**config.mk**
```make
export PLATFORM = sky130hd
export DESIGN_NAME = pipe_ctrl_flat
export DESIGN_NICKNAME = d
export VERILOG_FILES = /design/src/rtl/pipe_ctrl_pkg.sv /design/src/rtl/pipe_ctrl_if.sv /design/src/rtl/pipe_ctrl_int_sync.sv /design/src/rtl/pipe_ctrl.sv /design/src/flat_wrapper.sv
export SDC_FILE = /design/constraint.sdc
export NUM_CORES = 1
export LEC_CHECK = 0
export ABC_AREA = 1
export CAP_MARGIN = 20
export CORE_MARGIN = 8
export CORE_UTILIZATION = 40
export CTS_BUF_LIST = sky130_fd_sc_hd__clkbuf_8
export CTS_CLUSTER_SIZE = 24
export DETAILED_ROUTE_END_ITERATION = 8
export PLACE_DENSITY = 0.85
export SKIP_CTS_REPAIR_TIMING = 1
export SLEW_MARGIN = 20
export SYNTH_ARGS = -nofsm -noshare
export SYNTH_HDL_FRONTEND = slang
export SYNTH_SLANG_ARGS = --single-unit
export TNS_END_PERCENT = 5
```
**constraint.sdc**
```tcl
create_clock -name clk -period 2.3 [get_ports clk]
set_clock_uncertainty 0.1 [all_clocks]
set_input_delay 0.46 -clock clk [delete_from_list [all_inputs] [get_ports clk]]
set_output_delay 0.46 -clock clk [all_outputs]
set_load 0.005 [all_outputs]
```
**src/rtl/pipe_ctrl_pkg.sv**
```systemverilog
// rtl/pipe_ctrl_pkg.sv - shared constants, state and cause types for the pipeline controller
package pipe_ctrl_pkg;

  localparam logic [31:0] EXC_VECTOR_DEF = 32'hBFC00380;
  localparam int          NUM_INT_DEF    = 6;

  // mem_excp bit positions, listed highest priority first
  localparam int EXC_INT   = 0;
  localparam int EXC_FADEL = 1;
  localparam int EXC_RI    = 2;
  localparam int EXC_OV    = 3;
  localparam int EXC_SYS   = 4;
  localparam int EXC_BP    = 5;
  localparam int EXC_DADEL = 6;
  localparam int EXC_ADES  = 7;
  localparam int EXC_ERET  = 8;

  localparam logic [4:0] CODE_INT  = 5'h00;
  localparam logic [4:0] CODE_ADEL = 5'h04;
  localparam logic [4:0] CODE_ADES = 5'h05;
  localparam logic [4:0] CODE_SYS  = 5'h08;
  localparam logic [4:0] CODE_BP   = 5'h09;
  localparam logic [4:0] CODE_RI   = 5'h0A;
  localparam logic [4:0] CODE_OV   = 5'h0C;

  typedef enum logic [1:0] {
    ST_RUN,
    ST_HOLD,
    ST_COMMIT,
    ST_FLUSH
  } state_e;

  typedef enum logic [3:0] {
    K_NONE,
    K_INT,
    K_FADEL,
    K_RI,
    K_OV,
    K_SYS,
    K_BP,
    K_DADEL,
    K_ADES,
    K_ERET
  } kind_e;

  function automatic logic [4:0] kind_code(kind_e k);
    logic [4:0] c;
    c = CODE_INT;
    case (k)
      K_FADEL, K_DADEL: c = CODE_ADEL;
      K_ADES:           c = CODE_ADES;
      K_RI:             c = CODE_RI;
      K_OV:             c = CODE_OV;
      K_SYS:            c = CODE_SYS;
      K_BP:             c = CODE_BP;
      default:          c = CODE_INT;
    endcase
    return c;
  endfunction

endpackage

```
**src/rtl/pipe_ctrl_if.sv**
```systemverilog
// rtl/pipe_ctrl_if.sv - stage requests, MEM exception inputs and CP0/stall outputs
interface pipe_ctrl_if #(
  parameter int NUM_INT = 6
) ();

  logic               if_stallreq;
  logic               id_stallreq;
  logic               ex_stallreq;
  logic               mem_stallreq;
  logic [31:0]        mem_excp;
  logic [31:0]        mem_pc;
  logic               mem_inslot;
  logic [31:0]        mem_badvaddr;
  logic [NUM_INT-1:0] ext_int;
  logic [31:0]        cp0_status;
  logic [31:0]        cp0_epc;

  logic               if_stall;
  logic               id_stall;
  logic               ex_stall;
  logic               mem_stall;
  logic               wb_stall;
  logic               flush;
  logic [31:0]        flush_pc;
  logic               cp0_excwe;
  logic [4:0]         cp0_exccode;
  logic [31:0]        cp0_epc_wd;
  logic [31:0]        cp0_badv_wd;
  logic               cp0_eret;
  logic [NUM_INT-1:0] int_pending;
  logic [31:0]        stall_cnt;

  modport master (
    output if_stallreq, id_stallreq, ex_stallreq, mem_stallreq,
    output mem_excp, mem_pc, mem_inslot, mem_badvaddr, ext_int, cp0_status, cp0_epc,
    input  if_stall, id_stall, ex_stall, mem_stall, wb_stall, flush, flush_pc,
    input  cp0_excwe, cp0_exccode, cp0_epc_wd, cp0_badv_wd, cp0_eret, int_pending, stall_cnt
  );

  modport slave (
    input  if_stallreq, id_stallreq, ex_stallreq, mem_stallreq,
    input  mem_excp, mem_pc, mem_inslot, mem_badvaddr, ext_int, cp0_status, cp0_epc,
    output if_stall, id_stall, ex_stall, mem_stall, wb_stall, flush, flush_pc,
    output cp0_excwe, cp0_exccode, cp0_epc_wd, cp0_badv_wd, cp0_eret, int_pending, stall_cnt
  );

endinterface

```
**src/rtl/pipe_ctrl_int_sync.sv**
```systemverilog
// rtl/pipe_ctrl_int_sync.sv - two-flop synchroniser for the external interrupt lines
module int_sync #(
  parameter int WIDTH = 6
) (
  input  logic             clk,
  input  logic             rst,
  input  logic [WIDTH-1:0] async_i,
  output logic [WIDTH-1:0] sync_o
);

  logic [WIDTH-1:0] meta_q;
  logic [WIDTH-1:0] sync_q;

  always_ff @(posedge clk) begin
    if (rst) begin
      meta_q <= '0;
      sync_q <= '0;
    end else begin
      meta_q <= async_i;
      sync_q <= meta_q;
    end
  end

  assign sync_o = sync_q;

endmodule

```
**src/rtl/pipe_ctrl.sv**
```systemverilog
// rtl/pipe_ctrl.sv - stall vector, exception/ERET resolution, redirect and CP0 write strobes
module pipe_ctrl
  import pipe_ctrl_pkg::*;
#(
  parameter logic [31:0] EXC_VECTOR = EXC_VECTOR_DEF,
  parameter int          NUM_INT    = NUM_INT_DEF
) (
  input logic        clk,
  input logic        rst,
  pipe_ctrl_if.slave bus
);

  state_e state_q, state_d;
  kind_e  kind_q, kind_d, kind_sel;

  logic [NUM_INT-1:0] int_pend;
  logic               int_take;
  logic               if_stall, id_stall, ex_stall, mem_stall, wb_stall;

  logic        flush_q, flush_d, excwe_q, excwe_d, eret_q, eret_d;
  logic [4:0]  code_q, code_d;
  logic [31:0] flush_pc_q, flush_pc_d, epc_wd_q, epc_wd_d, badv_q, badv_d;
  logic [31:0] stall_cnt_q;
  logic        unused_bits;

  int_sync #(.WIDTH(NUM_INT)) u_int_sync (
    .clk     (clk),
    .rst     (rst),
    .async_i (bus.ext_int),
    .sync_o  (int_pend)
  );

  assign int_take = bus.cp0_status[0] & ~bus.cp0_status[1]
                  & (|(6'(int_pend) & bus.cp0_status[15:10]));
  assign unused_bits = ^{bus.mem_excp[31:9], bus.mem_excp[EXC_INT],
                         bus.cp0_status[31:16], bus.cp0_status[9:2]};

  // The controller injects the interrupt on the MEM instruction itself
  always_comb begin
    kind_sel = K_NONE;
    if (int_take)                     kind_sel = K_INT;
    else if (bus.mem_excp[EXC_FADEL]) kind_sel = K_FADEL;
    else if (bus.mem_excp[EXC_RI])    kind_sel = K_RI;
    else if (bus.mem_excp[EXC_OV])    kind_sel = K_OV;
    else if (bus.mem_excp[EXC_SYS])   kind_sel = K_SYS;
    else if (bus.mem_excp[EXC_BP])    kind_sel = K_BP;
    else if (bus.mem_excp[EXC_DADEL]) kind_sel = K_DADEL;
    else if (bus.mem_excp[EXC_ADES])  kind_sel = K_ADES;
    else if (bus.mem_excp[EXC_ERET])  kind_sel = K_ERET;
  end

  always_ff @(posedge clk) begin
    if (rst) begin
      state_q <= ST_RUN;
      kind_q  <= K_NONE;
    end else begin
      state_q <= state_d;
      kind_q  <= kind_d;
    end
  end

  always_comb begin
    state_d = state_q;
    kind_d  = kind_q;
    unique case (state_q)
      ST_RUN: begin
        if (kind_sel != K_NONE) begin
          kind_d  = kind_sel;
          state_d = bus.mem_stallreq ? ST_HOLD : ST_COMMIT;
        end
      end
      ST_HOLD:   if (!bus.mem_stallreq) state_d = ST_COMMIT;
      ST_COMMIT: state_d = ST_FLUSH;
      default:   state_d = ST_RUN;
    endcase
  end

  always_comb begin
    mem_stall = 1'b0;
    ex_stall  = 1'b0;
    id_stall  = 1'b0;
    if_stall  = 1'b0;
    wb_stall  = 1'b0;
    unique case (state_q)
      ST_RUN: begin
        mem_stall = bus.mem_stallreq;
        ex_stall  = mem_stall | bus.ex_stallreq;
        id_stall  = ex_stall | bus.id_stallreq;
        if_stall  = id_stall | bus.if_stallreq;
      end
      ST_HOLD, ST_COMMIT: begin
        mem_stall = 1'b1;
        ex_stall  = 1'b1;
        id_stall  = 1'b1;
        if_stall  = 1'b1;
        wb_stall  = 1'b1;
      end
      default: ;
    endcase
  end

  // CP0 strobes and redirect are loaded during COMMIT so they are live only in FLUSH
  always_comb begin
    flush_d    = 1'b0;
    excwe_d    = 1'b0;
    eret_d     = 1'b0;
    code_d     = 5'd0;
    flush_pc_d = 32'd0;
    epc_wd_d   = 32'd0;
    badv_d     = 32'd0;
    if (state_q == ST_COMMIT) begin
      flush_d = 1'b1;
      if (kind_q == K_ERET) begin
        eret_d     = 1'b1;
        flush_pc_d = bus.cp0_epc;
      end else begin
        excwe_d    = 1'b1;
        flush_pc_d = EXC_VECTOR;
        code_d     = kind_code(kind_q);
        epc_wd_d   = bus.mem_inslot ? bus.mem_pc - 32'd4 : bus.mem_pc;
        if (kind_q == K_FADEL)                         badv_d = bus.mem_pc;
        else if (kind_q == K_DADEL || kind_q == K_ADES) badv_d = bus.mem_badvaddr;
      end
    end
  end

  always_ff @(posedge clk) begin
    if (rst) begin
      flush_q     <= 1'b0;
      excwe_q     <= 1'b0;
      eret_q      <= 1'b0;
      code_q      <= 5'd0;
      flush_pc_q  <= 32'd0;
      epc_wd_q    <= 32'd0;
      badv_q      <= 32'd0;
      stall_cnt_q <= 32'd0;
    end else begin
      flush_q    <= flush_d;
      excwe_q    <= excwe_d;
      eret_q     <= eret_d;
      code_q     <= code_d;
      flush_pc_q <= flush_pc_d;
      epc_wd_q   <= epc_wd_d;
      badv_q     <= badv_d;
      if (!wb_stall && if_stall) stall_cnt_q <= stall_cnt_q + 32'd1;
    end
  end

  assign bus.if_stall    = if_stall;
  assign bus.id_stall    = id_stall;
  assign bus.ex_stall    = ex_stall;
  assign bus.mem_stall   = mem_stall;
  assign bus.wb_stall    = wb_stall;
  assign bus.flush       = flush_q;
  assign bus.flush_pc    = flush_pc_q;
  assign bus.cp0_excwe   = excwe_q;
  assign bus.cp0_eret    = eret_q;
  assign bus.cp0_exccode = code_q;
  assign bus.cp0_epc_wd  = epc_wd_q;
  assign bus.cp0_badv_wd = badv_q;
  assign bus.int_pending = int_pend;
  assign bus.stall_cnt   = stall_cnt_q;

endmodule

```
**src/flat_wrapper.sv**
```systemverilog
// flat-port wrapper written by rule: the top's interface ports become plain ports
module pipe_ctrl_flat import pipe_ctrl_pkg::*;
#(
  parameter logic [31:0] EXC_VECTOR = EXC_VECTOR_DEF,
  parameter int          NUM_INT    = NUM_INT_DEF
)
  (clk, rst, bus_if_stallreq, bus_id_stallreq, bus_ex_stallreq, bus_mem_stallreq, bus_mem_excp, bus_mem_pc, bus_mem_inslot, bus_mem_badvaddr, bus_ext_int, bus_cp0_status, bus_cp0_epc, bus_if_stall, bus_id_stall, bus_ex_stall, bus_mem_stall, bus_wb_stall, bus_flush, bus_flush_pc, bus_cp0_excwe, bus_cp0_exccode, bus_cp0_epc_wd, bus_cp0_badv_wd, bus_cp0_eret, bus_int_pending, bus_stall_cnt);
  pipe_ctrl_if #(.NUM_INT(NUM_INT)) bus_i ();
  input logic clk;
  input logic rst;
  input wire logic [$bits(bus_i.if_stallreq)-1:0] bus_if_stallreq;
  input wire logic [$bits(bus_i.id_stallreq)-1:0] bus_id_stallreq;
  input wire logic [$bits(bus_i.ex_stallreq)-1:0] bus_ex_stallreq;
  input wire logic [$bits(bus_i.mem_stallreq)-1:0] bus_mem_stallreq;
  input wire logic [$bits(bus_i.mem_excp)-1:0] bus_mem_excp;
  input wire logic [$bits(bus_i.mem_pc)-1:0] bus_mem_pc;
  input wire logic [$bits(bus_i.mem_inslot)-1:0] bus_mem_inslot;
  input wire logic [$bits(bus_i.mem_badvaddr)-1:0] bus_mem_badvaddr;
  input wire logic [$bits(bus_i.ext_int)-1:0] bus_ext_int;
  input wire logic [$bits(bus_i.cp0_status)-1:0] bus_cp0_status;
  input wire logic [$bits(bus_i.cp0_epc)-1:0] bus_cp0_epc;
  output wire logic [$bits(bus_i.if_stall)-1:0] bus_if_stall;
  output wire logic [$bits(bus_i.id_stall)-1:0] bus_id_stall;
  output wire logic [$bits(bus_i.ex_stall)-1:0] bus_ex_stall;
  output wire logic [$bits(bus_i.mem_stall)-1:0] bus_mem_stall;
  output wire logic [$bits(bus_i.wb_stall)-1:0] bus_wb_stall;
  output wire logic [$bits(bus_i.flush)-1:0] bus_flush;
  output wire logic [$bits(bus_i.flush_pc)-1:0] bus_flush_pc;
  output wire logic [$bits(bus_i.cp0_excwe)-1:0] bus_cp0_excwe;
  output wire logic [$bits(bus_i.cp0_exccode)-1:0] bus_cp0_exccode;
  output wire logic [$bits(bus_i.cp0_epc_wd)-1:0] bus_cp0_epc_wd;
  output wire logic [$bits(bus_i.cp0_badv_wd)-1:0] bus_cp0_badv_wd;
  output wire logic [$bits(bus_i.cp0_eret)-1:0] bus_cp0_eret;
  output wire logic [$bits(bus_i.int_pending)-1:0] bus_int_pending;
  output wire logic [$bits(bus_i.stall_cnt)-1:0] bus_stall_cnt;
  assign bus_i.if_stallreq = bus_if_stallreq;
  assign bus_i.id_stallreq = bus_id_stallreq;
  assign bus_i.ex_stallreq = bus_ex_stallreq;
  assign bus_i.mem_stallreq = bus_mem_stallreq;
  assign bus_i.mem_excp = bus_mem_excp;
  assign bus_i.mem_pc = bus_mem_pc;
  assign bus_i.mem_inslot = bus_mem_inslot;
  assign bus_i.mem_badvaddr = bus_mem_badvaddr;
  assign bus_i.ext_int = bus_ext_int;
  assign bus_i.cp0_status = bus_cp0_status;
  assign bus_i.cp0_epc = bus_cp0_epc;
  assign bus_if_stall = bus_i.if_stall;
  assign bus_id_stall = bus_i.id_stall;
  assign bus_ex_stall = bus_i.ex_stall;
  assign bus_mem_stall = bus_i.mem_stall;
  assign bus_wb_stall = bus_i.wb_stall;
  assign bus_flush = bus_i.flush;
  assign bus_flush_pc = bus_i.flush_pc;
  assign bus_cp0_excwe = bus_i.cp0_excwe;
  assign bus_cp0_exccode = bus_i.cp0_exccode;
  assign bus_cp0_epc_wd = bus_i.cp0_epc_wd;
  assign bus_cp0_badv_wd = bus_i.cp0_badv_wd;
  assign bus_cp0_eret = bus_i.cp0_eret;
  assign bus_int_pending = bus_i.int_pending;
  assign bus_stall_cnt = bus_i.stall_cnt;
  pipe_ctrl #(.EXC_VECTOR(EXC_VECTOR), .NUM_INT(NUM_INT)) u_core (.clk(clk), .rst(rst), .bus(bus_i));
endmodule
```
==> metrics.md, run 1 <==
| Metric | Value |
|---|---|
| Half-perimeter wire length of the detailed placement result | 16.6 mm |
| Total die area | 20100 µm² |
| Status | finished, final reports clean |
| Met1 usage in global routing | 0.212 |
| Power density normalized to cell area | 748 nW/µm² |
| FMAX | 453 MHz |
| VDD IR max | 472 µV |
| Global-route wire length before repair | 32.4 mm |
| Number of sinks on the clock net | 153 |
| R2R Setup Slk | 0.28 ns |
| I/O Buffers | 270 |
| Worst R2R Path Depth | 5 |
| Path class of the lowest-slack min-delay path | flop to flop |
| Die span in x | 142 µm |
| Cell type of the slowest stage on the worst timing path | sky130_fd_sc_hd__dfxtp_2 |
| Final period demand of the worst path | 2.21 ns |
| Met2 layer usage reported by global route | 0.364 |
| Ratio of final minimum period to clock period | 0.959 |
| Setup violators final | 0 |
| Final hold vios | 0 |
| Reg2reg end | u_core.bus.cp0_badv_wd[3] |
| Post-Synthesis Net Count | 1013 |
| Final ANT Viol Nets | 0 |
| Most common library cell in the layout ignoring fill and taps | sky130_fd_sc_hd__clkdlybuf4s50_1 |
| Layer carrying the most global-route usage | met2 |
| Worst-path maximum fanout | 4 |
| Starting DRT DRC Count | 315 |
| Setup WS pre-CTS | -0.180 ns |
| Beginning of the worst hold path | u_core.u_int_sync.meta_q[3] |
| Final core utilization | 0.639 |
| Total overflow reported by the global router | 0 |
| Critical Path AT | 1.65 ns |
| Vertical die dimension | 142 µm |
| Io pins | 320 |
| Classification of the worst setup path | flop to output port |
| Max clock buf depth | 2 |
| Total vias in the final route | 6540 |
| Top flip-flop cell by instance count after synthesis | sky130_fd_sc_hd__dfxtp_1 |
| Peak per-stage delay on the critical path | 0.34 ns |
| Leakage power | 4.20 nW |
| Reg-to-Reg Start | u_core.kind_q[1] |
| Netlist Area Pre-Place | 6340 µm² |
| Diodes inserted | 0 |
| Largest net degree at the start of global routing | 34 |
| Aggregate global-route resource usage | 0.204 |
| Last weighted congestion value of the routability-driven placer | 0.873 |
| Clock root cell | sky130_fd_sc_hd__clkbuf_8 |
| Area of the core | 15700 µm² |
| Kind of start point of the critical path | flop |
| Average wire length per cell after detail routing | 15.2 µm |
| Antenna violations before repair | 0 |
| Distinct cell type count after synthesis | 42 |
| Fill count | 1274 |
| Sequential share of the synthesized area | 0.483 |
| Count of flip-flops with a built-in enable after synthesis | 0 |
| Final critical-path setup slack | 0.0938 ns |
| Final Net Count | 1330 |
| Power consumption | 7.50 mW |
| Initial standard-cell utilization of the core | 0.403 |
| Worst slew margin relative to its limit | 0.284 |
| Number of cells on the worst hold path | 2 |
| Total routed wirelength | 20.9 mm |
| RSZ-0062 raised after global routing | false |
| Average vias per placed instance | 4.74 |
| Number of global-route vias before repair | 6739 |
| Num rows | 46 |
| Clock insertion delay at the later pin of the skew report | 0.45 ns |
| Flip-flop and latch count after synthesis | 153 |
| Total CTS buffers | 17 |
| Count of synthesis-stage warnings from yosys | 0 |
| Share of final-layout standard cells stronger than drive strength 1 | 0.108 |
| Maximum level of the CTS H-tree | 4 |
| Asr flop ratio synth | 0 |
| CTS clock-pin slew for the worst setup and hold paths | 0.09 ns |
| Number of maximum-capacitance constraint violations | 0 |
| Slew Limit Fails | 0 |
| Instance count of the mapped netlist | 834 |
| CP cell instances | buf_4 -> ha_2 -> inv_1 -> a31o_2 -> dlymetal6s2s_1 |
| Data required time at the worst endpoint | 1.74 ns |
| Layout overhead on the synthesized area | 58.3% |
| Post-route DRC violation count | 0 |
| CTS tree | built |
| Mean instance size in the synthesized netlist | 7.60 µm² |
| Grt met3 use | 0.0672 |
| Most frequent cells in the layout | sky130_fd_sc_hd__clkdlybuf4s50_1 (266), sky130_fd_sc_hd__nor2_1 (158), sky130_fd_sc_hd__dfxtp_1 (151) |
| Transition time at the pin with the least slew margin | 1.07 ns |
| CP Capture Type | output port |
| Drt first pass iters | 5 |
| Endpoint of the worst hold path | u_core.u_int_sync.sync_o[3] |
Yosys cell counts (2+ instances only):
master | count | area (µm²)
sky130_fd_sc_hd__inv_1 | 114 | 428
sky130_fd_sc_hd__and3_1 | 2 | 12.5
sky130_fd_sc_hd__nand2_1 | 146 | 548
sky130_fd_sc_hd__o21bai_1 | 2 | 15.0
sky130_fd_sc_hd__nand4_1 | 8 | 50.1
sky130_fd_sc_hd__dfxtp_1 | 153 | 3060
sky130_fd_sc_hd__a32o_1 | 2 | 20.0
sky130_fd_sc_hd__xnor2_1 | 10 | 87.6
sky130_fd_sc_hd__buf_1 | 4 | 15.0
sky130_fd_sc_hd__nor2_2 | 14 | 87.6
sky130_fd_sc_hd__nor3_4 | 3 | 48.8
sky130_fd_sc_hd__xor2_1 | 17 | 149
sky130_fd_sc_hd__o21ai_0 | 22 | 110
sky130_fd_sc_hd__a22oi_1 | 30 | 225
sky130_fd_sc_hd__nor2_1 | 158 | 593
sky130_fd_sc_hd__nand3_1 | 29 | 145
sky130_fd_sc_hd__nor4_1 | 3 | 18.8
sky130_fd_sc_hd__nand4_4 | 2 | 42.5
sky130_fd_sc_hd__inv_2 | 3 | 11.3
sky130_fd_sc_hd__clkbuf_1 | 10 | 37.5
sky130_fd_sc_hd__buf_2 | 11 | 55.1
sky130_fd_sc_hd__a21oi_1 | 40 | 200
sky130_fd_sc_hd__nand3b_1 | 2 | 15.0
sky130_fd_sc_hd__nand2_4 | 3 | 33.8
sky130_fd_sc_hd__ha_1 | 6 | 75.1
sky130_fd_sc_hd__nor3_1 | 24 | 120
metrics by stage:
step                      instance area [µm²]  TNS, ns  hold slack (ns)  cells
final                                   10000        0            0.312   1380
after global routing                    10000        0            0.336   1380
after CTS                               10000    -1.53            0.316   1380
after detailed placement                 9630    -1.23            0.301   1348
after global placement                   9630   -0.685            0.289   1348
after floorplan                          6340        0            0.288    834
how the worst max path moves through the flow:
stage	from	slack (ns)	endpoint
2_1_floorplan	bus_mem_pc[2]	0.45	u_core.bus.cp0_epc_wd[26]
5_1_grt	u_core.state_q[0]	0.02	bus_id_stall
3_3_place_gp	bus_mem_stallreq	-0.12	bus_id_stall
3_5_place_dp	bus_mem_stallreq	-0.18	bus_id_stall
6_report	u_core.state_q[0]	0.09	bus_id_stall
4_1_cts	u_core.state_q[1]	-0.47	bus_id_stall
logic make-up (layout without fill, tap and decap cells):
logic type	after synthesis	after routing	share of synthesized area
buffers and inverters	143	473	0.0874
AOI/OAI and AO/OA	103	103	0.0979
and+or+nand+nor	401	401	0.282
DFF	153	153	0.483
other	1	1	0.000592
xor gates and xnor gates	27	27	0.0373
adders and majority gates	6	6	0.0118
area by class of cell:
cell class | instances | area [µm²] | area share
clock buffers | 17 | 234 | 0.0233
clock inverters | 15 | 139 | 0.0138
inverters | 117 | 439 | 0.0438
multi-input cells | 538 | 2750 | 0.274
flip-flops and latches | 153 | 3070 | 0.305
well taps | 216 | 270 | 0.0269
repair buffers | 324 | 3140 | 0.313
registers in the layout, summed over array words and instances (netlist names):
name / cells
u_core.bus.cp0_badv_wd: 32
u_core.bus.cp0_epc_wd: 32
u_core.bus.cp0_eret: 1
u_core.bus.cp0_exccode: 4
u_core.bus.cp0_excwe: 1
u_core.bus.flush: 1
u_core.bus.flush_pc: 32
u_core.bus.stall_cnt: 32
u_core.kind_q: 4
u_core.state_q: 2
u_core.u_int_sync.meta_q: 6
u_core.u_int_sync.sync_o: 6
where the power goes:
| group | internal (mW) | switching [mW] |
|---|---|---|
| logic | 1.29 | 1.25 |
| clock network | 0.873 | 1.10 |
| registers | 2.90 | 0.0945 |
critical path: cells and delay by family, from the launching register on:
| family | cells | cell delay, ns |
|---|---|---|
| AO/OA/AOI/OAI | 1 | 0.24 |
| buffers and inverters | 3 | 0.38 |
| flip-flops | 1 | 0.34 |
| adder cells (fa/ha/maj) | 1 | 0.24 |
layer usage:
| layer | up-vias | share of wire |
|---|---|---|
| met2 | 261 | 0.50 |
| met1 | 2978 | 0.38 |
| met3 | 38 | 0.092 |
| li1 | 3263 | - |
| met4 | 0 | 0.026 |
| met5 | - | 0 |
No activity file was read; power rests on OpenSTA's default activity.
==> run 2, diff against run 1 <==
==> constraint.sdc (replaced) <==
create_clock -name clk -period 2.3 [get_ports clk]
set_clock_uncertainty 0.1 [all_clocks]
set_input_delay 0.345 -clock clk [delete_from_list [all_inputs] [get_ports clk]]
set_output_delay 0.345 -clock clk [all_outputs]
set_load 0.005 [all_outputs]
==> run 2 against run 1 <==
  * The flow now finishes with violations (negative setup slack)
  * Routed wire length shrank 0.21%
  * Clock-buffer cell count grew 1
  * Final area shrank 0.88%
==> metrics.md, run 2 (synthesis results as in run 1) <==
| Metric | Value |
|---|---|
| Most frequent cells in the layout | sky130_fd_sc_hd__clkdlybuf4s50_1 (268), sky130_fd_sc_hd__nor2_1 (158), sky130_fd_sc_hd__dfxtp_1 (151) |
| Number of maximum-capacitance constraint violations | 0 |
| Ratio of final minimum period to clock period | 1.09 |
| Clock insertion delay at the later pin of the skew report | 0.45 ns |
| Worst hold margin | 0.304 ns |
| Kind of start point of the critical path | flop |
| Antenna violations before repair | 0 |
| Transition time at the pin with the least slew margin | 0.908 ns |
| Violated checks | negative setup slack |
| Total die area | 20100 µm² |
| Setup violators final | 2 |
| RSZ-0062 raised after global routing | true |
| Num rows | 46 |
| Die span in x | 142 µm |
| Total instance count after detailed placement | 1333 |
| Area of the core | 15700 µm² |
| Slew Limit Fails | 0 |
| Most common library cell in the layout ignoring fill and taps | sky130_fd_sc_hd__clkdlybuf4s50_1 |
| Number of global-route vias before repair | 6425 |
| Layout overhead on the synthesized area | 56.9% |
| Last weighted congestion value of the routability-driven placer | 0.891 |
| Io pins | 320 |
| Aggregate global-route resource usage | 0.201 |
| VDD IR max | 674 µV |
| Average wire length per cell after detail routing | 15.3 µm |
| CP Capture Type | output port |
| Final critical-path setup slack | -0.215 ns |
| Max clock buf depth | 2 |
| Data required time at the worst endpoint | 1.86 ns |
| Final hold vios | 0 |
| Half-perimeter wire length of the detailed placement result | 16.5 mm |
| Average vias per placed instance | 4.76 |
| Path class of the lowest-slack min-delay path | input pin to flop |
| Share of final-layout standard cells stronger than drive strength 1 | 0.0982 |
| Number of sinks on the clock net | 153 |
| Total overflow reported by the global router | 0 |
| Largest net degree at the start of global routing | 34 |
| I/O Buffers | 270 |
| Total vias in the final route | 6501 |
| Leakage power | 4.12 nW |
| Setup WS pre-CTS | -0.0138 ns |
| Total CTS buffers | 17 |
| Placed cell area | 9500 µm² |
| Final cell count without fillers | 1367 |
| Total routed wirelength | 20.9 mm |
| Power density normalized to cell area | 758 nW/µm² |
| Post-route DRC violation count | 0 |
| TNS Setup | -0.385 ns |
| Initial standard-cell utilization of the core | 0.403 |
| Starting DRT DRC Count | 377 |
| Final core utilization | 0.633 |
| Non-Filler Cell Area, Final | 9950 µm² |
| Worst slew margin relative to its limit | 0.395 |
| Critical Path AT | 2.07 ns |
| R2R Setup Slk | 0.18 ns |
| CTS clock-pin slew for the worst setup and hold paths | 0.09 ns |
| Worst-path maximum fanout | 5 |
| Vertical die dimension | 142 µm |
| Clock root cell | sky130_fd_sc_hd__clkbuf_8 |
| Final ANT Viol Nets | 0 |
| FMAX | 398 MHz |
| Final Net Count | 1317 |
| Drt first pass iters | 5 |
| Fill count | 1321 |
| Maximum level of the CTS H-tree | 4 |
| CTS tree | built |
| Status | finished, violations left |
| Power consumption | 7.54 mW |
| Diodes inserted | 0 |
| Global-route wire length before repair | 32.0 mm |
| Classification of the worst setup path | flop to output port |
| Final period demand of the worst path | 2.51 ns |
## run 2: cell count changes in the layout (fill, tap and decap cells not counted), moves of 2 or more
cell,before,now
sky130_fd_sc_hd__buf_4,52,41
sky130_fd_sc_hd__dlymetal6s2s_1,4,2
sky130_fd_sc_hd__buf_12,2,0
sky130_fd_sc_hd__clkdlybuf4s50_1,266,268
## run 2: final cells by class
| type | count | area [µm²] | area share |
|---|---|---|---|
| Inverter | 117 | 443 | 0.0445 |
| Clock buffer | 18 | 248 | 0.0249 |
| Multi-Input combinational cell | 538 | 2740 | 0.276 |
| Clock inverter | 14 | 160 | 0.0161 |
| Tap cell | 216 | 270 | 0.0272 |
| Sequential cell | 153 | 3070 | 0.308 |
| Timing Repair Buffer | 311 | 3020 | 0.303 |
## run 2: final timing paths
path,startpoint,to,cells after the start
worst min register to register,u_core.u_int_sync.meta_q[3],u_core.u_int_sync.sync_o[3],2
worst min-delay path,bus_ext_int[4],u_core.u_int_sync.meta_q[4],3
worst max register to register,u_core.state_q[0],u_core.bus.stall_cnt[29],9
worst max-delay path,u_core.state_q[1],bus_mem_stall,5
## run 2: critical path, stage by stage (launching register included)
cell and delay, ns:
sky130_fd_sc_hd__dfxtp_4 0.38, sky130_fd_sc_hd__inv_2 0.06, sky130_fd_sc_hd__ha_4 0.28, sky130_fd_sc_hd__clkinvlp_4 0.15
sky130_fd_sc_hd__a21oi_1 0.23, sky130_fd_sc_hd__clkdlybuf4s50_1 0.53
## run 2: power by group
part           switching, mW  leakage, nW  internal (mW)
Sequential             0.111         1.24           2.91
Clock                   1.08        0.199           1.02
Combinational           1.23         2.68           1.19
## run 2: routing by layer
layer | share of wire | vias up | GRT usage
met5 | 0 | - | 0
met4 | 0.023 | 0 | 0.0859
met3 | 0.10 | 34 | 0.0638
met2 | 0.50 | 286 | 0.365
met1 | 0.37 | 2949 | 0.209
li1 | - | 3232 | -
